==> src/rtl/task_dispatcher.sv <==
`default_nettype none
// ============================================================================
// Module      : task_dispatcher
// Description : Scans published task words, dispatches the highest-priority
//               ready task on the op bus and times its execution slice.
// Revision    : 1.0
// ============================================================================
module task_dispatcher #(
    parameter int N_TASKS      = 8,
    parameter int SLICE_CYCLES = 1000,
    parameter int ACK_TIMEOUT  = 16
) (
    input  logic                   CLK,
    input  logic                   RST,
    input  logic                   enable,
    input  logic [16*N_TASKS-1:0]  in_tasks,
    input  logic [N_TASKS-1:0]     in_exe_flags,
    output logic [15:0]            out_op,
    output logic [7:0]             cur_id,
    output logic                   busy,
    output logic                   ack_err,
    output logic [15:0]            dispatch_count
);

    localparam int c_IW = $clog2(N_TASKS);
    localparam int c_WW = $clog2(ACK_TIMEOUT + 1);
    localparam int c_SW = $clog2(SLICE_CYCLES + 1);
    localparam logic [c_IW-1:0] c_LAST_IDX   = c_IW'(N_TASKS - 1);
    localparam logic [c_WW-1:0] c_WAIT_LAST  = c_WW'(ACK_TIMEOUT - 1);
    localparam logic [c_SW-1:0] c_SLICE_LAST = c_SW'(SLICE_CYCLES - 1);
    localparam logic [3:0]      c_OP_EXEC    = 4'b0111;
    localparam logic [3:0]      c_OP_FIN     = 4'b1111;

    typedef enum logic [2:0] {
        S_IDLE   = 3'd0,
        S_SCAN   = 3'd1,
        S_ISSUE  = 3'd2,
        S_ACK    = 3'd3,
        S_RUN    = 3'd4,
        S_FINISH = 3'd5
    } state_t;

    state_t           r_state;
    logic [c_IW-1:0]  r_idx;
    logic             r_have;
    logic [7:0]       r_best_id;
    logic [7:0]       r_best_pri;
    logic [c_IW-1:0]  r_best_idx;
    logic [c_WW-1:0]  r_wait;
    logic [c_SW-1:0]  r_slice;
    logic             r_acked;

    logic [15:0]      w_slot;
    logic             w_take;
    logic             w_nb_have;
    logic [7:0]       w_nb_id;
    logic [7:0]       w_nb_pri;
    logic [c_IW-1:0]  w_nb_idx;

    // Strictly-greater replacement leaves ties with the lower index.
    assign w_slot    = in_tasks[16*int'(r_idx) +: 16];
    assign w_take    = (w_slot[15:8] != 8'd0) && (!r_have || (w_slot[7:0] > r_best_pri));
    assign w_nb_have = r_have | w_take;
    assign w_nb_id   = w_take ? w_slot[15:8] : r_best_id;
    assign w_nb_pri  = w_take ? w_slot[7:0]  : r_best_pri;
    assign w_nb_idx  = w_take ? r_idx        : r_best_idx;

    assign busy = (r_state != S_IDLE) && (r_state != S_SCAN);

    always_ff @(posedge CLK or posedge RST) begin
        if (RST) begin
            r_state        <= S_IDLE;
            r_idx          <= '0;
            r_have         <= 1'b0;
            r_best_id      <= 8'd0;
            r_best_pri     <= 8'd0;
            r_best_idx     <= '0;
            r_wait         <= '0;
            r_slice        <= '0;
            r_acked        <= 1'b0;
            out_op         <= 16'h0000;
            cur_id         <= 8'd0;
            ack_err        <= 1'b0;
            dispatch_count <= 16'd0;
        end else begin
            // Ops are loaded on entry to ISSUE/FINISH, so they last one cycle.
            out_op <= 16'h0000;
            case (r_state)
                S_IDLE: begin
                    if (enable) begin
                        r_have     <= 1'b0;
                        r_best_id  <= 8'd0;
                        r_best_pri <= 8'd0;
                        r_best_idx <= '0;
                        r_idx      <= '0;
                        r_state    <= S_SCAN;
                    end
                end
                S_SCAN: begin
                    r_have     <= w_nb_have;
                    r_best_id  <= w_nb_id;
                    r_best_pri <= w_nb_pri;
                    r_best_idx <= w_nb_idx;
                    if (r_idx == c_LAST_IDX) begin
                        if (w_nb_have) begin
                            out_op  <= {4'h0, w_nb_id[3:0], c_OP_EXEC, 4'h0};
                            cur_id  <= w_nb_id;
                            r_state <= S_ISSUE;
                        end else begin
                            r_state <= S_IDLE;
                        end
                    end else begin
                        r_idx <= r_idx + 1'b1;
                    end
                end
                S_ISSUE: begin
                    r_wait  <= '0;
                    r_acked <= 1'b0;
                    r_state <= S_ACK;
                end
                S_ACK: begin
                    if (in_exe_flags[r_best_idx]) begin
                        r_slice <= '0;
                        r_acked <= 1'b1;
                        r_state <= S_RUN;
                    end else if (r_wait == c_WAIT_LAST) begin
                        ack_err <= 1'b1;
                        out_op  <= {4'h0, r_best_id[3:0], c_OP_FIN, 4'h0};
                        r_state <= S_FINISH;
                    end else begin
                        r_wait <= r_wait + 1'b1;
                    end
                end
                S_RUN: begin
                    if (r_slice == c_SLICE_LAST) begin
                        out_op  <= {4'h0, r_best_id[3:0], c_OP_FIN, 4'h0};
                        r_state <= S_FINISH;
                    end else begin
                        r_slice <= r_slice + 1'b1;
                    end
                end
                S_FINISH: begin
                    if (r_acked) begin
                        dispatch_count <= dispatch_count + 16'd1;
                    end
                    cur_id  <= 8'd0;
                    r_state <= S_IDLE;
                end
                default: begin
                    r_state <= S_IDLE;
                end
            endcase
        end
    end

endmodule
`default_nettype wire

==> config.mk <==
export PLATFORM = sky130hd
export DESIGN_NAME = task_dispatcher
export DESIGN_NICKNAME = d
export VERILOG_FILES = /design/src/rtl/task_dispatcher.sv
export SDC_FILE = /design/constraint.sdc
export NUM_CORES = 1
export LEC_CHECK = 0
export ABC_AREA = 1
export CAP_MARGIN = 10
export CORE_ASPECT_RATIO = 0.9
export CORE_MARGIN = 4
export CORE_UTILIZATION = 49
export CTS_CLUSTER_DIAMETER = 100
export DETAILED_ROUTE_END_ITERATION = 10
export GPL_TIMING_DRIVEN = 0
export PLACE_DENSITY = 0.86
export SLEW_MARGIN = 20
export SYNTH_ARGS = -nofsm -noshare
export SYNTH_HDL_FRONTEND = slang
export SYNTH_SLANG_ARGS = --single-unit
==> constraint.sdc <==
create_clock -name CLK -period 6.2 [get_ports CLK]
set_input_delay 1.86 -clock CLK [delete_from_list [all_inputs] [get_ports CLK]]
set_output_delay 1.86 -clock CLK [all_outputs]
set_load 0.05 [all_outputs]
==> results of run 1 <==
[state kept, by name, indices dropped and copies added, names as in the netlist]
name / count
r_best_id: 8
r_slice: 10
dispatch_count: 16
ack_err: 1
r_acked: 1
r_best_pri: 8
r_idx: 3
cur_id: 8
out_op: 6
r_wait: 5
r_have: 1
r_state: 3
r_best_idx: 3
[cells in the mapped netlist]
cell	instances
a32o_1	1
conb_1	1
inv_1	97
buf_6	3
nand2_4	1
nor2_2	2
xnor2_1	8
o21ai_1	16
o22ai_2	1
nor4_1	3
o221ai_1	1
o21a_1	1
nand2_2	2
buf_1	1
nand2_1	244
nand4_1	15
o22ai_1	16
clkbuf_1	14
o31ai_1	1
nor3_1	8
o21ai_0	51
mux2_2	1
or2_1	1
ha_1	14
inv_2	10
xor2_1	10
dfrtp_1	73
nor2_1	70
nand3_1	60
buf_4	13
a21oi_1	17
buf_2	10
[cells in the final DEF, fill, tap and decap left out, drive strengths merged, types with 2 or more instances in the layout]
| cell type | synthesis | routed |
|---|---|---|
| o21ai | 67 | 67 |
| a21oi | 17 | 17 |
| nor4 | 3 | 3 |
| dfrtp | 73 | 73 |
| nor2 | 72 | 72 |
| inv | 107 | 109 |
| nand3 | 60 | 60 |
| xnor2 | 8 | 8 |
| buf | 27 | 28 |
| nor3 | 8 | 8 |
| clkinv | 0 | 2 |
| clkbuf | 14 | 23 |
| bufinv | 0 | 2 |
| nand4 | 15 | 15 |
| ha | 14 | 14 |
| nand2 | 247 | 247 |
| clkdlybuf4s50 | 0 | 172 |
| o22ai | 17 | 17 |
| conb | 1 | 8 |
| xor2 | 10 | 10 |
[per-layer routing]
layer	vias up	global-route usage, %	share of wire (%)
met5	-	0	0
met4	0	4.53	1.1
met3	14	4.77	5.6
met2	139	39.3	48
met1	2426	32.2	45
li1	2788	-	-
[worst min path at each step]
stage,startpoint,endpoint,slack (ps),cells past startpoint
finish,ack_err,ack_err,460,2
global route,dispatch_count[15],dispatch_count[15],490,1
floorplan,r_best_id[4],r_best_id[4],450,2
CTS,ack_err,ack_err,470,2
detailed placement,ack_err,ack_err,460,2
global placement,ack_err,ack_err,450,2
[logic make-up (layout without fill, tap and decap cells)]
group | after synthesis | in the layout
XOR/XNOR | 18 | 18
adder cells (fa/ha/maj) | 14 | 14
flip-flops | 73 | 73
AND/OR/NAND/NOR | 406 | 406
buffers and inverters | 148 | 337
AO/OA/AOI/OAI | 105 | 105
other | 1 | 8
multiplexers | 1 | 1
[tightest hold or removal path, stage by stage, from the launching register on]
cell	delay, ps
dfrtp_1	340
inv_1	40
nand2_1	50
[through the flow]
step / hold WS (ps) / utilization (%) / instances
floorplan: 449 / - / 773
global placement: 447 / 70.5 / 1071
global route: 493 / 74.1 / 1088
detailed placement: 456 / 70.8 / 1072
CTS: 472 / 74.1 / 1088
finish: 464 / 74.1 / 1088
[power by group through the flow]
stage / Sequential (uW) / Clock (uW) / Combinational (uW)
floorplan: 485 / 0 / 51.0
global placement: 485 / 0 / 144
detailed placement: 485 / 0 / 147
CTS: 476 / 569 / 147
global route: 476 / 585 / 161
finish: 476 / 562 / 147
[cell type report]
cell class	instances	area (um2)	share of cell area, %
sequential	73	1830	25.0
multi-input combinational	552	2620	35.8
clock buffer	9	225	3.08
tap	126	158	2.16
inverter	107	404	5.53
clock inverter	7	103	1.40
timing repair buffer	173	1740	23.8
buffer	41	238	3.25
==> results.toml, run 1 <==
[run_status]
run_status = "finished clean"

[power_and_ir_drop]
p_per_area_nw_per_um2 = 162
p_comb_share_pct = 12.4
p_int_uw = 927
p_leak_uw = 0.00367
switchingPower_uw = 258
p_seq_share_pct = 40.2
clockPowerShare_pct = 47.4
vdd_drop_max_uv = 183
p_sw_share_pct = 21.8
finalPower_uw = 1190

[grt]
first_global_vias = 5095
antenna_found_initial = 0
grtUsageTotal_pct = 23.7
grt_pass1_wl_um = 23500
grt_max_degree = 44
grt_overflow = 0

[die]
fp.dieH_um = 104
die_x_um = 115
dieArea_um2 = 12000
rows = 34
start_util_pct = 51.2
core_area_um2 = 9870
top_level_ports = 181

[setup_path]
crit_top_cell = "nand2_1"
rr_startpoint = "r_idx[1]"
crit_required_ps = 6450
crit_end = "r_best_pri[4]"
end_kind = "flop"
criticalPathCategory = "in2reg"
path_delay_family = "simple AND/OR/NAND/NOR gates"
cp_num_buf_inv = 2
reg2reg_setup_slack_ps = 2630
r2r-end = "r_best_pri[4]"
crit_path_max_incr_delay_ps = 410
path_cells = "clkdlybuf4s50_1 > o21ai_0 > o22ai_1 > nand2_1 > nand2_1 > ha_1 > nand2_1 > nor2_1 > nand3_1 > o21ai_0 > nand2_1 > nand2_4 > a21oi_1 > buf_2 > o21ai_1"
crit_fanout = 10
critPathLaunch = "in_tasks[39]"
critPathArrivalTime_ps = 4480
cp_slowest_cell = "clkdlybuf4s50_1"
reg2reg_depth = 18
crit_path_start_kind = "input port"
crit_cells = 15

[logic_synthesis]
synth_area_leaders = "dfrtp_1 36%, nand2_1 18%, inv_1 7.2%, nand3_1 5.9%, nor2_1 5.2%"
synth_top_family_by_area = "simple AND/OR/NAND/NOR gates"
syn-cell-area_um2 = 5050
syn_avg_cell_area_um2 = 6.60
synthAdderAreaFrac_pct = 3.47
synth_xor_area_share_pct = 3.12
synth_compound_area_share_pct = 11.2
synthSimpleGateAreaFrac_pct = 33.1
yosysTopAreaCell = "dfrtp_1"
yosysSeqAreaShare_pct = 36.1
muxShareOfSynthArea_pct = 0.223
synthesis.instances = 766
netlist.area_leader.share_pct = 36.1
synth.distinct_cells = 32
ys_ff_latch = 73
synth_warnings = 0

[timing]
period_share_pct = 68.3
fin_ws_ps = 1970
fmax_mhz = 236
setup_violations = 0
setup-tns-final_ps = 0
fin_skew_ps = 5.55
final_hold_viol_count = 0
rsz0062_at_grt = "false"
fin_crit_ps = 4230
slew_violations = 0
worstMarginPinSlew_ps = 624
relSlewSlack_pct = 58.2

[clocking]
cts_resized = 0
clkTransAtPathRegs_ps = 60
cts.sinks = 73
h-tree-depth = 3
clockRootBuffer = "clkbuf_16"
cts_max_path_buffers = 2
cts_tree = "yes"
cts_buffers = 9
cts_hold_buf = 0
cts_setup_buffers = 0
clk_latency_ps = 330

[finish]
synthToLayoutAreaGrowth_pct = 44.6
nFillCells = 803
drive_gt1_share_pct = 6.34
design_area_um2 = 7310
num_antenna_cells = 0
fin_nets = 1110

[drt]
ant_nets = 0
drc_errors = 0
num_vias = 5367
drtIter0Drc = 353
drt-pass1-iter-count = 5
wl_um = 14200
avgViaCountPerCell = 4.93
routedWlPerCell_um = 13.1

[hold_path]
hp-class = "reg2reg"

[place]
place_ws_ps = 1680
gp_congestion = 0.853
place_area_um2 = 6980
dpl.hpwl_um = 11200
port_buffers = 172

[job]
cap_violations = 0
No activity file was read; power rests on OpenSTA's default activity.
==> run 2, diff against run 1 <==
CORE_UTILIZATION = 41   (was 49)
PLACE_DENSITY = 0.77   (was 0.86)
clock period = 3.75 ns   (was 6.2 ns; I/O delays follow)
==> run 2 against run 1 <==
Compared with the run above: clock-buffer cell count grew 1; sequential power grew 66%; global-route usage shrank 3.4 points; die area grew 18%; utilization shrank 13 points; non-clock buffer count shrank 1; via count shrank 0.15%; total power grew 64%; final cell count grew 2.9%; first-iteration DRC count shrank 20%; sequential cell count is the same; register-to-register slack lost 2300 ps.
==> results.toml, run 2 (synthesis results as in run 1) <==
[die]
rows = 38
top_level_ports = 181
start_util_pct = 41.9
core_area_um2 = 12100
fp.dieH_um = 113
dieArea_um2 = 14200
die_x_um = 125

[finish]
largest_registers = "dispatch_count x16, r_slice x10"
fin_nets = 1109
nFillCells = 1128
synthToLayoutAreaGrowth_pct = 45.4
layout_common_cells = "244 x nand2_1, 172 x clkdlybuf4s50_1, 96 x inv_1"
design_area_um2 = 7350
final_common_cell = "nand2_1"
num_antenna_cells = 0
drive_gt1_share_pct = 6.46
largest_register = "dispatch_count"
largest_reg_flops = 16

[drt]
drtIter0Drc = 281
drc_errors = 0
ant_nets = 0
routedWlPerCell_um = 12.7
wl_um = 14200
avgViaCountPerCell = 4.78
drt-pass1-iter-count = 5
num_vias = 5359

[grt]
first_global_vias = 5146
antenna_found_initial = 0
grtUsageTotal_pct = 20.3
grt_pass1_wl_um = 24100
grt_max_degree = 56
grt_overflow = 0

[timing]
slew_violations = 0
final_hold_viol_count = 0
fin_ws_ps = 327
period_share_pct = 91.3
worstMarginPinSlew_ps = 620
fmax_mhz = 292
fin_crit_ps = 3420
rsz0062_at_grt = "false"
relSlewSlack_pct = 58.3
setup_violations = 0
fin_skew_ps = 6.05
hold_ws_ps = 461
setup-tns-final_ps = 0

[place]
place_area_um2 = 7030
port_buffers = 172
gp_congestion = 0.849
dpl.hpwl_um = 11200
place_ws_ps = 42.3

[run_status]
run_status = "finished clean"

[setup_path]
crit_top_cell = "nand2_1"
crit_required_ps = 4010
crit_fanout = 10
critPathArrivalTime_ps = 3690
crit_path_start_kind = "input port"
cp_slowest_cell = "clkdlybuf4s50_1"
path_cells = "clkdlybuf4s50_1 > o21ai_0 > o22ai_1 > nand2_1 > nand2_1 > ha_1 > nand2_1 > nor2_1 > nand3_1 > o21ai_0 > nand2_1 > nand2_4 > buf_6 > nand2_1 > o21ai_1 > nand2_1 > nand2_1"
crit_path_max_incr_delay_ps = 400
criticalPathCategory = "in2reg"
end_kind = "flop"

[clocking]
h-tree-depth = 3
cts_buffers = 9
cts.sinks = 73
cts_tree = "yes"
cts_max_path_buffers = 2
clkTransAtPathRegs_ps = 60
clk_latency_ps = 330
cts_hold_buf = 0
clockRootBuffer = "clkbuf_16"

[power_and_ir_drop]
p_per_area_nw_per_um2 = 264
finalPower_uw = 1940
p_leak_uw = 0.00368
vdd_drop_max_uv = 207

[hold_path]
hp-class = "reg2reg"

[job]
cap_violations = 0
run 2: changes by cell type in the layout (fill, tap and decap cells not counted):
| cell | previous run | this run |
|---|---|---|
| buf_12 | 1 | 0 |
| buf_16 | 0 | 1 |
| clkbuf_1 | 14 | 11 |
| clkbuf_2 | 0 | 2 |
| clkbuf_8 | 0 | 1 |
| clkinv_2 | 0 | 1 |
| clkinv_4 | 2 | 0 |
| clkinvlp_4 | 1 | 2 |
| inv_6 | 2 | 0 |
run 2: critical path, delay by kind of cell:
family | cells | cell delay, ps
and+or+nand+nor | 10 | 1020
adders and majority gates | 1 | 300
buffers and inverters | 2 | 550
AOI/OAI and AO/OA | 4 | 670
run 2: path summary, 6_finish.rpt:
path                            cells past startpoint         start            endpoint  slack, ps
worst max-delay path                               17  in_tasks[87]           cur_id[2]        330
worst min-delay path                                2       ack_err             ack_err        460
worst max register to register                     19      r_idx[0]           cur_id[2]        370
worst min register to register                      2       ack_err             ack_err        460
max in group asynchronous                           3           RST           r_wait[0]       2110
min in group asynchronous                           2           RST  dispatch_count[12]       1090
run 2: per-stage QoR:
stage	util, %	cells
final	60.9	1120
after global routing	60.9	1120
after CTS	60.9	1121
after detailed placement	58.2	1106
after global placement	58.0	1105
after floorplan	-	773
run 2: final cells by class:
class / count / area [um2] / area share (%)
Clock buffer: 10 / 239 / 3.25
Inverter: 107 / 404 / 5.50
Multi-Input combinational cell: 552 / 2620 / 35.6
Tap cell: 160 / 200 / 2.72
Sequential cell: 73 / 1830 / 24.9
Timing Repair Buffer: 173 / 1750 / 23.8
Clock inverter: 5 / 80.1 / 1.09
Buffer: 40 / 236 / 3.22
run 2: what timing repair did:
| item | in CTS | in global routing |
|---|---|---|
| endpoints found under the setup margin | 0 | 30 |
| endpoints found under the hold margin | 0 | 0 |
| resized for setup | 0 | 4 |
| setup buffers | 0 | 0 |
run 2: layer usage:
| metal | routed length, um | part of all wire, % | track usage [%] |
|---|---|---|---|
| met5 | 0 | 0 | 0 |
| met3 | 638 | 4.5 | 3.35 |
| met4 | 310 | 2.2 | 6.29 |
| met1 | 6490 | 46 | 26.9 |
| met2 | 6810 | 48 | 34.3 |
run 2: where the power goes:
part | switching (uW) | leakage, uW | internal [uW] | total, uW
logic | 85.6 | 0.00262 | 158 | 243
registers | 0 | 0.000907 | 788 | 788
clock network | 315 | 0.000151 | 595 | 910
==> run 3, diff against run 2 <==
GPL_TIMING_DRIVEN = unset   (was 0)
==> run 3 against run 2 <==
Compared with the run above: routed wire length down 4.4%; first-iteration DRC count up 7.8%; combinational power down 4%; cell area down 2.6%; non-clock buffer count down 32; highest routed layer unchanged; global-route usage down 1.1 points; final cell count down 2.8%.
==> results.toml, run 3 (synthesis results as in run 1) <==
[timing]
setup_violations = 0
worstMarginPinSlew_ps = 616
fin_skew_ps = 7.29
hold_ws_ps = 472
final_hold_viol_count = 0
period_share_pct = 85.1
fmax_mhz = 313
rsz0062_at_grt = "false"
relSlewSlack_pct = 58.8
setup-tns-final_ps = 0
slew_violations = 0
fin_crit_ps = 3190
fin_ws_ps = 558

[clocking]
cts_setup_buffers = 0
clockRootBuffer = "clkbuf_16"
cts_max_path_buffers = 2
clkTransAtPathRegs_ps = 60
cts_hold_buf = 0
cts_tree = "yes"
cts_resized = 0
h-tree-depth = 3
cts_buffers = 9
clk_latency_ps = 330
cts.sinks = 73

[finish]
largest_registers = "dispatch_count x16, r_slice x10"
nFillCells = 1143
largest_register = "dispatch_count"
largest_reg_flops = 16
layout_common_cells = "244 x nand2_1, 171 x clkdlybuf4s50_1, 96 x inv_1"
multi_input_area_um2 = 2620
fin_nets = 1077
post-route-util_pct = 59.3
num_antenna_cells = 0
design_area_um2 = 7160
final_common_cell = "nand2_1"
seqCellArea_um2 = 1830
drive_gt1_share_pct = 4.52
synthToLayoutAreaGrowth_pct = 41.6

[setup_path]
crit_required_ps = 3960
path_cells = "clkdlybuf4s50_1 > o21ai_0 > o221ai_1 > o21ai_0 > ha_1 > inv_1 > a21oi_1 > o21ai_0 > nand2_1 > nand2_1 > o21ai_0 > nand2_1 > nand2_4 > a21oi_1 > buf_4 > o21ai_1"
end_kind = "flop"
crit_path_start_kind = "input port"
r2r-end = "r_best_idx[2]"
cp_slowest_cell = "clkdlybuf4s50_1"
criticalPathCategory = "in2reg"
rr_startpoint = "r_idx[0]"
critPathArrivalTime_ps = 3400
crit_fanout = 15
reg2reg_setup_slack_ps = 760
crit_top_cell = "o21ai_0"
reg2reg_depth = 16
crit_path_max_incr_delay_ps = 450

[grt]
grtUsageTotal_pct = 19.2
grt_max_degree = 74
first_global_vias = 4942
grt_pass1_wl_um = 23000
antenna_found_initial = 0
grt_overflow = 0

[drt]
routedWlPerCell_um = 12.5
wl_um = 13600
drtIter0Drc = 303
drc_errors = 0
ant_nets = 0
drt-pass1-iter-count = 5
avgViaCountPerCell = 4.77
num_vias = 5194

[die]
dieArea_um2 = 14200
fp.dieH_um = 113
core_area_um2 = 12100
rows = 38
die_x_um = 125
start_util_pct = 41.9
top_level_ports = 181

[place]
port_buffers = 172
gp_congestion = 0.822
place_ws_ps = 208
dpl.hpwl_um = 10100
place_area_um2 = 6840

[hold_path]
worst_hold_path.endpoint = "dispatch_count[15]"
min_from = "dispatch_count[15]"
hp-class = "reg2reg"
hold_depth = 1

[power_and_ir_drop]
vdd_drop_max_uv = 232
p_per_area_nw_per_um2 = 268
p_leak_uw = 0.00356

[job]
cap_violations = 0

[run_status]
run_status = "finished clean"
run 3: cell types whose count changed in the layout (fill, tap and decap cells not counted), moves of 2 or more:
cell        before  now
clkinv_4         0    2
clkbuf_2         2    0
buf_2           10    0
clkbuf_1        11    3
buf_4           13    9
clkinvlp_4       2    0
buf_6            3    0
run 3: layout make-up:
| cell class | instances | share of cell area, % |
|---|---|---|
| multi-input combinational | 552 | 36.5 |
| sequential | 73 | 25.5 |
| timing repair buffer | 181 | 25.1 |
| inverter | 107 | 5.61 |
| clock buffer | 12 | 3.30 |
| tap | 160 | 2.80 |
| clock inverter | 4 | 1.08 |
run 3: metrics by stage:
step,std cells,power [uW]
after global routing,1089,1990
final,1089,1920
after global placement,1073,1030
after CTS,1089,1940
after detailed placement,1073,1040
after floorplan,773,887
run 3: worst max path at each step:
stage	from	end	depth (start not counted)
floorplan	RST	ack_err	1
global placement	in_tasks[96]	r_best_idx[2]	16
detailed placement	in_tasks[96]	r_best_idx[0]	16
CTS	in_tasks[96]	r_best_idx[2]	16
global route	in_tasks[39]	r_best_pri[0]	16
finish	in_tasks[96]	r_best_idx[2]	16
run 3: worst max-delay path, delay by kind of cell:
family                     cells  cell delay, ps
AOI/OAI and AO/OA              8             980
adders and majority gates      1             210
and+or+nand+nor                4             380
buffers and inverters          3             710
run 3: routing by layer:
layer / routed length [um] / GRT usage (%)
met3: 637 / 3.54
met5: 0 / 0
met4: 242 / 5.06
met1: 6110 / 24.5
met2: 6640 / 33.6
run 3: report_power, final:
part           leakage (uW)  switching [uW]  internal (uW)
Combinational       0.00250            82.4            151
Sequential         0.000906               0            788
Clock              0.000151             310            585
Total               0.00356             393           1520
